==> src/rtl/debug_access_sequencer_pkg.sv <==
// rtl/debug_access_sequencer_pkg.sv - shared widths, defaults and state type for the debug access sequencer
// Package debug_pkg: imported by the APB interface and the sequencer.
package debug_pkg;
    localparam int ADDR_W            = 5;
    localparam int DATA_W            = 8;
    localparam int STEP_W            = 2;
    localparam int MAX_STEP_DEFAULT  = 3;
    localparam int HALT_WAIT_DEFAULT = 15;

    typedef enum logic [1:0] {
        IDLE = 2'd0,
        HALT = 2'd1,
        RUN  = 2'd2,
        DONE = 2'd3
    } dbg_state_e;
endpackage

==> src/rtl/debug_access_sequencer_if.sv <==
// rtl/debug_access_sequencer_if.sv - APB slave port bundle of the debug access sequencer
// Signals: psel, penable, pwrite, paddr, pwdata (master -> slave);
//          prdata, pready, pslverr (slave -> master).
// Modports: master (debug port side), slave (sequencer side).
interface debug_access_sequencer_if;
    import debug_pkg::*;

    logic              psel;
    logic              penable;
    logic              pwrite;
    logic [ADDR_W-1:0] paddr;
    logic [DATA_W-1:0] pwdata;
    logic [DATA_W-1:0] prdata;
    logic              pready;
    logic              pslverr;

    modport master (
        output psel, penable, pwrite, paddr, pwdata,
        input  prdata, pready, pslverr
    );

    modport slave (
        input  psel, penable, pwrite, paddr, pwdata,
        output prdata, pready, pslverr
    );
endinterface

==> src/rtl/debug_access_sequencer.sv <==
// rtl/debug_access_sequencer.sv - APB front end that halts the CPU and steps the debugger microcode
// Optional feature macro: DBG_HALT_TIMEOUT_EN (HALT gives up after HALT_WAIT_MAX cycles).
// Ports:
//   clk, rst              clock, asynchronous active-high reset
//   apb (slave)           one APB transfer at a time; pready only in DONE
//   mc_addr/write/step    microcode ROM inputs (addr/write valid in RUN)
//   mc_pready             microcode: transfer finishes at this step
//   mc_paddr_or_pwdata    bus_out source: 1 = latched address, 0 = latched data
//   mc_outreg_or_bus      capture bus_in into prdata this step
//   mc_do_n               active-low CPU bus drive enable
//   bus_out, bus_oe       CPU bus drive
//   bus_in                CPU bus readback
//   cpu_halt_req          held from HALT through RUN
//   cpu_halted            CPU halt acknowledge
module debug_access_sequencer
    import debug_pkg::*;
#(
    parameter int MAX_STEP = MAX_STEP_DEFAULT
`ifdef DBG_HALT_TIMEOUT_EN
    ,
    parameter int HALT_WAIT_MAX = HALT_WAIT_DEFAULT
`endif
) (
    input  logic                     clk,
    input  logic                     rst,
    debug_access_sequencer_if.slave  apb,
    output logic [ADDR_W-1:0]        mc_addr,
    output logic                     mc_write,
    output logic [STEP_W-1:0]        mc_step,
    input  logic                     mc_pready,
    input  logic                     mc_paddr_or_pwdata,
    input  logic                     mc_outreg_or_bus,
    input  logic                     mc_do_n,
    output logic [DATA_W-1:0]        bus_out,
    output logic                     bus_oe,
    input  logic [DATA_W-1:0]        bus_in,
    output logic                     cpu_halt_req,
    input  logic                     cpu_halted
);
    localparam logic [1:0] S_IDLE = 2'(IDLE);
    localparam logic [1:0] S_HALT = 2'(HALT);
    localparam logic [1:0] S_RUN  = 2'(RUN);
    localparam logic [1:0] S_DONE = 2'(DONE);

    localparam logic [STEP_W-1:0] LAST_STEP = STEP_W'(MAX_STEP);

    logic [1:0]        state;
    logic [ADDR_W-1:0] addr_q;
    logic [DATA_W-1:0] wdata_q;
    logic              write_q;
    logic [STEP_W-1:0] step_q;
    logic              err_q;
    logic [DATA_W-1:0] prdata_q;
    logic              run;
    logic              halt_expired;

`ifdef DBG_HALT_TIMEOUT_EN
    localparam logic [3:0] HALT_LAST = 4'(HALT_WAIT_MAX - 1);

    logic [3:0] halt_cnt;

    // Counts cycles spent in HALT; cleared whenever we are elsewhere.
    always_ff @(posedge clk or posedge rst) begin
        if (rst) begin
            halt_cnt <= '0;
        end else if (state == S_HALT) begin
            halt_cnt <= halt_cnt + 4'd1;
        end else begin
            halt_cnt <= '0;
        end
    end

    assign halt_expired = (halt_cnt == HALT_LAST);
`else
    assign halt_expired = 1'b0;
`endif

    always_ff @(posedge clk or posedge rst) begin
        if (rst) begin
            state    <= S_IDLE;
            addr_q   <= '0;
            wdata_q  <= '0;
            write_q  <= 1'b0;
            step_q   <= '0;
            err_q    <= 1'b0;
            prdata_q <= '0;
        end else begin
            case (state)
                S_IDLE: begin
                    // Only the APB setup phase starts a transfer; anything
                    // seen while busy is ignored.
                    if (apb.psel && !apb.penable) begin
                        addr_q  <= apb.paddr;
                        wdata_q <= apb.pwdata;
                        write_q <= apb.pwrite;
                        state   <= S_HALT;
                    end
                end
                S_HALT: begin
                    // A late acknowledge still wins over an expiring timeout.
                    if (cpu_halted) begin
                        step_q <= '0;
                        state  <= S_RUN;
                    end else if (halt_expired) begin
                        err_q <= 1'b1;
                        state <= S_DONE;
                    end
                end
                S_RUN: begin
                    if (mc_outreg_or_bus) begin
                        prdata_q <= bus_in;
                    end
                    if (mc_pready) begin
                        state <= S_DONE;
                    end else if (step_q == LAST_STEP) begin
                        // Microcode ran out of steps without finishing.
                        err_q <= 1'b1;
                        state <= S_DONE;
                    end else begin
                        step_q <= step_q + 1'b1;
                    end
                end
                default: begin
                    step_q <= '0;
                    err_q  <= 1'b0;
                    state  <= S_IDLE;
                end
            endcase
        end
    end

    // Outputs decode straight from state so reset forces them low without
    // waiting for a clock edge.
    assign run          = (state == S_RUN);
    assign mc_addr      = run ? addr_q : '0;
    assign mc_write     = run & write_q;
    assign mc_step      = step_q;
    assign bus_oe       = run & ~mc_do_n;
    assign bus_out      = !run ? '0 :
                          mc_paddr_or_pwdata ? {{(DATA_W-ADDR_W){1'b0}}, addr_q} : wdata_q;
    assign cpu_halt_req = (state == S_HALT) || run;
    assign apb.pready   = (state == S_DONE);
    assign apb.pslverr  = (state == S_DONE) & err_q;
    assign apb.prdata   = prdata_q;
endmodule

==> src/flat_wrapper.sv <==
// flat-port wrapper written by rule: the top's interface ports become plain ports
module debug_access_sequencer_flat import debug_pkg::*;
#(
    parameter int MAX_STEP = MAX_STEP_DEFAULT

)
  (clk, rst, mc_addr, mc_write, mc_step, mc_pready, mc_paddr_or_pwdata, mc_outreg_or_bus, mc_do_n, bus_out, bus_oe, bus_in, cpu_halt_req, cpu_halted, apb_psel, apb_penable, apb_pwrite, apb_paddr, apb_pwdata, apb_prdata, apb_pready, apb_pslverr);
  debug_access_sequencer_if apb_i ();
  input  logic clk;
  input  logic rst;
  output logic [ADDR_W-1:0] mc_addr;
  output logic mc_write;
  output logic [STEP_W-1:0] mc_step;
  input  logic mc_pready;
  input  logic mc_paddr_or_pwdata;
  input  logic mc_outreg_or_bus;
  input  logic mc_do_n;
  output logic [DATA_W-1:0] bus_out;
  output logic bus_oe;
  input  logic [DATA_W-1:0] bus_in;
  output logic cpu_halt_req;
  input  logic cpu_halted;
  input wire logic [$bits(apb_i.psel)-1:0] apb_psel;
  input wire logic [$bits(apb_i.penable)-1:0] apb_penable;
  input wire logic [$bits(apb_i.pwrite)-1:0] apb_pwrite;
  input wire logic [$bits(apb_i.paddr)-1:0] apb_paddr;
  input wire logic [$bits(apb_i.pwdata)-1:0] apb_pwdata;
  output wire logic [$bits(apb_i.prdata)-1:0] apb_prdata;
  output wire logic [$bits(apb_i.pready)-1:0] apb_pready;
  output wire logic [$bits(apb_i.pslverr)-1:0] apb_pslverr;
  assign apb_i.psel = apb_psel;
  assign apb_i.penable = apb_penable;
  assign apb_i.pwrite = apb_pwrite;
  assign apb_i.paddr = apb_paddr;
  assign apb_i.pwdata = apb_pwdata;
  assign apb_prdata = apb_i.prdata;
  assign apb_pready = apb_i.pready;
  assign apb_pslverr = apb_i.pslverr;
  debug_access_sequencer #(.MAX_STEP(MAX_STEP)) u_core (.clk(clk), .rst(rst), .apb(apb_i), .mc_addr(mc_addr), .mc_write(mc_write), .mc_step(mc_step), .mc_pready(mc_pready), .mc_paddr_or_pwdata(mc_paddr_or_pwdata), .mc_outreg_or_bus(mc_outreg_or_bus), .mc_do_n(mc_do_n), .bus_out(bus_out), .bus_oe(bus_oe), .bus_in(bus_in), .cpu_halt_req(cpu_halt_req), .cpu_halted(cpu_halted));
endmodule
==> config.mk <==
export PLATFORM = sky130hd
export DESIGN_NAME = debug_access_sequencer_flat
export DESIGN_NICKNAME = d
export VERILOG_FILES = /design/src/rtl/debug_access_sequencer_pkg.sv /design/src/rtl/debug_access_sequencer_if.sv /design/src/rtl/debug_access_sequencer.sv /design/src/flat_wrapper.sv
export SDC_FILE = /design/constraint.sdc
export NUM_CORES = 1
export LEC_CHECK = 0
export CAP_MARGIN = 40
export CORE_ASPECT_RATIO = 0.7
export CORE_MARGIN = 4
export CORE_UTILIZATION = 38
export DETAILED_ROUTE_END_ITERATION = 10
export HOLD_SLACK_MARGIN = 0.15
export PLACE_DENSITY = 0.76
export REMOVE_ABC_BUFFERS = 1
export SYNTH_ARGS = -nofsm -noshare
export SYNTH_HDL_FRONTEND = slang
export SYNTH_SLANG_ARGS = --single-unit
==> constraint.sdc <==
create_clock -name clk -period 1.6 [get_ports clk]
set_input_delay 0.32 -clock clk [delete_from_list [all_inputs] [get_ports clk]]
set_output_delay 0.32 -clock clk [all_outputs]
set_load 0.02 [all_outputs]
==> flow_metrics.env, run 1 <==
export IMPL_outcome="finished with violations"
export IMPL_violations="setup timing"
export IMPL_fin_worst_skew_ns=0.00136
export IMPL_initial_utilization_pct=39.7
export IMPL_grt_usage_pct=15.9
export IMPL_dpl_cell_area_um2=2140
export IMPL_required_ns=1.76
export IMPL_slew_headroom_pct=77.4
export IMPL_synth_area_per_cell_um2=13.6
export IMPL_r2r_end="u_core.mc_step[0]$_DFFE_PP0P_"
export IMPL_core_area_um2=3540
export IMPL_rsz0062_at_grt="yes"
export IMPL_numCtsBuffers=3
export IMPL_drtIter0Drc=38
export IMPL_antenna_found_initial=0
export IMPL_cp_top_family="flip-flops"
export IMPL_hold_viol=0
export IMPL_fin_crit_ns=1.68
export IMPL_hold_buffers=0
export IMPL_overflow=0
export IMPL_drtAntennaViolNets=0
export IMPL_tightest_slew_ns=0.339
export IMPL_drc=0
export IMPL_yosysWarningCount=0
export IMPL_viasPerCell=4.66
export IMPL_cts_tree="yes"
export IMPL_gp_congestion=0.771
export IMPL_grt_pass1_wl_um=5690
export IMPL_fillers=263
export IMPL_drv_slew=0
export IMPL_power_leakage_nw=1.22
export IMPL_cp_common_cell="buf_6"
export IMPL_worstPathCellList="ha_4, buf_6, buf_6, buf_6, o21a_1, nor3_2, mux2_1"
export IMPL_fmax_mhz=594
export IMPL_rr_worst_depth=7
export IMPL_cp_max_fo=6
export IMPL_die_h_um=58.8
export IMPL_syn2layout_area_growth_pct=74.9
export IMPL_place_hpwl_um=2700
export IMPL_grt_max_degree=28
export IMPL_post_route_period_util_pct=105
export IMPL_setup_viol=21
export IMPL_syn_area_um2=1400
export IMPL_cts_root_buffer_cell="clkbuf_8"
export IMPL_synth_cell_type_count=22
export IMPL_worstHoldPathType="input pin to async pin"
export IMPL_clkSinkCount=27
export IMPL_floorplan_io_pins=59
export IMPL_cts_max_level=1
export IMPL_peakVddDrop_uv=1510
export IMPL_critPathSlowestCell="dfrtp_1"
export IMPL_endpoint_kind="register"
export IMPL_firstDrtPassIters=3
export IMPL_total_power_w=0.00476
export IMPL_cp_arrival_ns=1.84
export IMPL_port_buffers=58
export IMPL_path_buf_inv=3
export IMPL_insertion_delay_ns=0.27
export IMPL_fin_ws_ns=-0.0848
export IMPL_r2r_start="u_core.state[1]$_DFFE_PP0P_"
export IMPL_drive_gt1_share_pct=47.6
export IMPL_cp_slowest_stage_delay_ns=0.43
export IMPL_drv_cap=0
export IMPL_syn_inst=103
export IMPL_clk_pin_slew_ns=0.09
export IMPL_drt_wl_total_um=3760
export IMPL_routedWlPerCell_um=16.0
export IMPL_rows=18
export IMPL_r2r_slack_ns=-0.08
export IMPL_die_x_um=80.6
export IMPL_die_area_um2=4740
export IMPL_design_area_um2=2450
export IMPL_path_class="register to register"
export IMPL_fin_util_pct=69.4
export IMPL_start_kind="register"
export IMPL_ys_ff_latch=27
export IMPL_num_vias=1095
export IMPL_diodes=0
export IMPL_nNetsFinal=225
export IMPL_powerDensity_nw_per_um2=1940
export IMPL_seq_area_frac_synth_pct=48.2
export IMPL_grt_pass1_vias=1190
export IMPL_max_clock_path_buffers=2
## how the worst max path moves through the flow
stage | depth (start not counted) | from | slack, ns | endpoint
after CTS | 5 | u_core.state[0]$_DFFE_PP0P_ | -0.09 | bus_out[4]
after floorplan | 4 | u_core.state[0]$_DFFE_PP0P_ | 0.003 | u_core.addr_q[0]$_DFFE_PP0P_
after detailed placement | 5 | mc_paddr_or_pwdata | -0.49 | bus_out[2]
after global placement | 5 | mc_paddr_or_pwdata | -0.48 | bus_out[4]
final | 7 | u_core.state[1]$_DFFE_PP0P_ | -0.08 | u_core.mc_step[0]$_DFFE_PP0P_
after global routing | 8 | u_core.state[0]$_DFFE_PP0P_ | -0.15 | u_core.mc_step[0]$_DFFE_PP0P_
## timing repair
item,CTS,global route
pin swaps,3,2
setup endpoints to repair,33,42
setup buffers,8,1
cloned,0,0
resized for setup,121,34
## sequential cells by signal (all words and copies together) (netlist names)
signal and flops:
u_core.apb.prdata 8, u_core.wdata_q 8, u_core.addr_q 5, u_core.mc_step 2, u_core.state 2, u_core.err_q 1
u_core.write_q 1
## tightest hold or removal path: cells and delay by family
kind / cells / cell delay [ns]
buffers and inverters: 3 / 0.77
## power breakdown
group	internal (W)	switching, W	total (W)
sequential	0.00103	0.000227	0.00125
combinational	0.00184	0.00129	0.00313
clock	0.000178	0.000201	0.000379
## synthesized netlist by cell type
cell type	count	area (um^2)
dfrtp_1	27	676
mux2_2	12	135
mux2_4	10	150
ha_1	8	100
nor2b_1	8	50.1
and2_1	7	43.8
mux2i_1	7	70.1
inv_1	4	15.0
and3b_1	3	26.3
mux2_1	3	33.8
nand2_1	2	7.51
nand2b_1	2	12.5
a211oi_1	1	7.51
a221oi_2	1	15.0
buf_2	1	5.00
buf_6	1	11.3
clkbuf_1	1	3.75
nand3b_2	1	11.3
nor2_1	1	3.75
nor3_2	1	10.0
o21a_1	1	7.51
o21bai_1	1	7.51
## routing by layer
layer,part of all wire (%),vias to the layer above,track usage [%]
met5,0,-,0
met4,0.40,0,2.17
met3,5.0,4,4.89
met2,50,32,27.7
met1,45,538,20.1
li1,-,521,-
## cell type report
cell class / instances / area, um^2 / area share, %
clock buffer: 4 / 45.0 / 1.84
tap: 50 / 62.6 / 2.55
sequential: 27 / 676 / 27.5
timing repair buffer: 81 / 805 / 32.8
multi-input combinational: 69 / 848 / 34.6
inverter: 4 / 17.5 / 0.714
## per-stage QoR
stage          TNS (ns)  cells  hold WS (ns)  worst slack [ns]
6_report         -0.907    235         0.414           -0.0848
5_1_grt           -2.54    235         0.449            -0.154
4_1_cts           -1.12    234         0.429           -0.0863
3_5_place_dp      -9.50    222         0.494            -0.491
3_3_place_gp      -7.59    222         0.479            -0.480
2_1_floorplan         0    100         0.373           0.00335
## placed cells by master, fill, tap and decap left out, types with 2 or more instances in the layout
cell | Yosys | routed
ha_2 | 0 | 2
mux2i_1 | 7 | 7
mux2_2 | 12 | 4
and2_4 | 0 | 4
nor2b_4 | 0 | 5
nor2b_1 | 8 | 3
inv_1 | 4 | 2
buf_2 | 1 | 2
clkdlybuf4s50_1 | 0 | 33
ha_4 | 0 | 3
mux2_4 | 10 | 19
dfrtp_1 | 27 | 27
and2_1 | 7 | 3
nand2b_1 | 2 | 2
clkbuf_8 | 0 | 3
and3b_1 | 3 | 3
buf_4 | 0 | 16
buf_6 | 1 | 22
ha_1 | 8 | 3
dlymetal6s2s_1 | 0 | 4
dlygate4sd2_1 | 0 | 3
mux2_1 | 3 | 2
## cell families after synthesis
kind of cell               Yosys count  share of synthesized area, %
AOI/OAI and AO/OA                    4                          2.68
muxes                               32                          27.7
and+or+nand+nor                     25                          11.8
DFF                                 27                          48.2
buffers and inverters                7                          2.50
adders and majority gates            8                          7.14
No activity file was read; power rests on OpenSTA's default activity.
==> run 2: changes to the inputs <==
CORE_UTILIZATION = 45   (was 38)
PLACE_DENSITY = 0.84   (was 0.76)
clock period = 2 ns   (was 1.6 ns; I/O delays follow)
==> run 2 against run 1 <==
The run now ends clean. Critical path depth fell by 3. Register-to-register slack improved by 0.43 ns. Via count decreased by 7.3%. Wire length is 12% lower.
==> flow_metrics.env, run 2 (synthesized netlist as in run 1, its figures left out) <==
export IMPL_outcome="finished clean"
export IMPL_most_common_layout_cells="40 x clkdlybuf4s50_1, 26 x dfrtp_1, 12 x mux2_2"
export IMPL_overflow=0
export IMPL_grt_pass1_wl_um=5240
export IMPL_setup_viol=0
export IMPL_drt_met1_wl_um=1360
export IMPL_endpoint_kind="output pin"
export IMPL_die_h_um=54.7
export IMPL_routedWlPerCell_um=16.1
export IMPL_die_x_um=74.7
export IMPL_clk_pin_slew_ns=0.08
export IMPL_rr_worst_depth=5
export IMPL_drv_cap=0
export IMPL_grt_usage_pct=17.6
export IMPL_critPathSlowestCell="clkdlybuf4s50_1"
export IMPL_clkSinkCount=27
export IMPL_fin_setup_tns_ns=0
export IMPL_port_buffers=58
export IMPL_cp_arrival_ns=1.53
export IMPL_grt_pass1_vias=1085
export IMPL_gp_congestion=0.767
export IMPL_max_clock_path_buffers=2
export IMPL_insertion_delay_ns=0.26
export IMPL_hold_viol=0
export IMPL_antenna_found_initial=0
export IMPL_drive_gt1_share_pct=29.4
export IMPL_top_layer="met4"
export IMPL_firstDrtPassIters=3
export IMPL_numCtsBuffers=3
export IMPL_rows=16
export IMPL_nNetsFinal=210
export IMPL_worstHoldPathType="input pin to async pin"
export IMPL_fmax_mhz=518
export IMPL_r2r_start="u_core.state[0]$_DFFE_PP0P_"
export IMPL_syn2layout_area_growth_pct=49.2
export IMPL_required_ns=1.60
export IMPL_fin_worst_skew_ns=0.000966
export IMPL_core_area_um2=2880
export IMPL_rsz0062_at_grt="no"
export IMPL_worstPathCellList="clkdlybuf4s50_1, buf_6, and3b_1, dlygate4sd2_1"
export IMPL_tightest_slew_ns=0.320
export IMPL_cts_root_buffer_cell="clkbuf_8"
export IMPL_die_area_um2=4090
export IMPL_peakVddDrop_uv=702
export IMPL_grt_max_degree=21
export IMPL_initial_utilization_pct=48.7
export IMPL_r2r_slack_ns=0.35
export IMPL_start_kind="input pin"
export IMPL_total_power_w=0.00304
export IMPL_cp_slowest_stage_delay_ns=0.48
export IMPL_hold_slack_ns=0.368
export IMPL_dr_wl_met2_um=1760
export IMPL_drv_slew=0
export IMPL_powerDensity_nw_per_um2=1450
export IMPL_diodes=0
export IMPL_power_leakage_nw=1.02
export IMPL_drc=0
export IMPL_final_common_cell="clkdlybuf4s50_1"
export IMPL_cp_max_fo=8
export IMPL_num_vias=1015
export IMPL_cts_max_level=1
export IMPL_fin_util_pct=72.6
export IMPL_path_class="input pin to output pin"
export IMPL_cts_tree="yes"
export IMPL_place_hpwl_um=2600
export IMPL_viasPerCell=4.93
export IMPL_post_route_period_util_pct=96.5
export IMPL_route_met3_wl_um=162
export IMPL_drtAntennaViolNets=0
export IMPL_drtIter0Drc=5
export IMPL_drt_wl_total_um=3310
export IMPL_fin_ws_ns=0.0696
export IMPL_r2r_end="u_core.state[1]$_DFFE_PP0P_"
export IMPL_fin_crit_ns=1.93
export IMPL_pre_cts_slack_ns=-0.285
export IMPL_floorplan_io_pins=59
export IMPL_slew_headroom_pct=78.6
-- run 2: cell count changes in the layout (fill, tap and decap cells not counted), sizes merged --
cell / delta
buf: -29
dlygate4sd2: +1
clkdlybuf4s15: +4
clkdlybuf4s50: +7
dlymetal6s2s: -3
clkbuf: +5
-- run 2: repair_timing --
item / 4_1_cts / 5_1_grt
gates resized for setup: 31 / 20
setup buffers: 0 / 1
setup endpoints to repair: 17 / 15
endpoints found under the hold margin: 0 / 0
hold buffers: 0 / 0
-- run 2: where the power goes --
part | total, W | switching (W) | internal (W)
Combinational | 0.00174 | 0.000816 | 0.000925
Sequential | 0.000997 | 0.000173 | 0.000823
Clock | 0.000297 | 0.000155 | 0.000142
Total | 0.00304 | 0.00114 | 0.00189
-- run 2: worst max-delay path by stage --
stage | from | end | slack, ns | cells past startpoint
2_1_floorplan | u_core.state[0]$_DFFE_PP0P_ | bus_out[0] | 0.36 | 3
3_3_place_gp | mc_paddr_or_pwdata | bus_out[4] | -0.24 | 5
3_5_place_dp | mc_paddr_or_pwdata | bus_out[3] | -0.29 | 5
4_1_cts | mc_paddr_or_pwdata | bus_out[2] | 0.0002 | 5
5_1_grt | u_core.state[0]$_DFFE_PP0P_ | bus_out[7] | 0.004 | 4
6_report | mc_paddr_or_pwdata | bus_out[6] | 0.07 | 4
-- run 2: critical path: cells and delay by family --
| family | cells | cell delay, ns |
|---|---|---|
| buf+inv | 3 | 0.95 |
| simple gates | 1 | 0.17 |
-- run 2: stage by stage --
stage / instances / cell area [um^2]
floorplan: 100 / 1380
global placement: 201 / 2070
detailed placement: 201 / 2070
CTS: 205 / 2120
global route: 206 / 2090
finish: 206 / 2090
-- run 2: routing by layer --
metal | vias up | global-route usage (%)
li1 | 489 | -
met1 | 500 | 19.7
met2 | 24 | 34.4
met3 | 2 | 3.67
met4 | 0 | 4.44
met5 | - | 0
-- run 2: final cells by class --
| cell class | instances | area (um^2) |
|---|---|---|
| clock buffer | 4 | 45.0 |
| fill | 201 | 790 |
| inverter | 4 | 15.0 |
| multi-input combinational | 69 | 697 |
| sequential | 27 | 677 |
| tap | 36 | 45.0 |
| timing repair buffer | 66 | 614 |
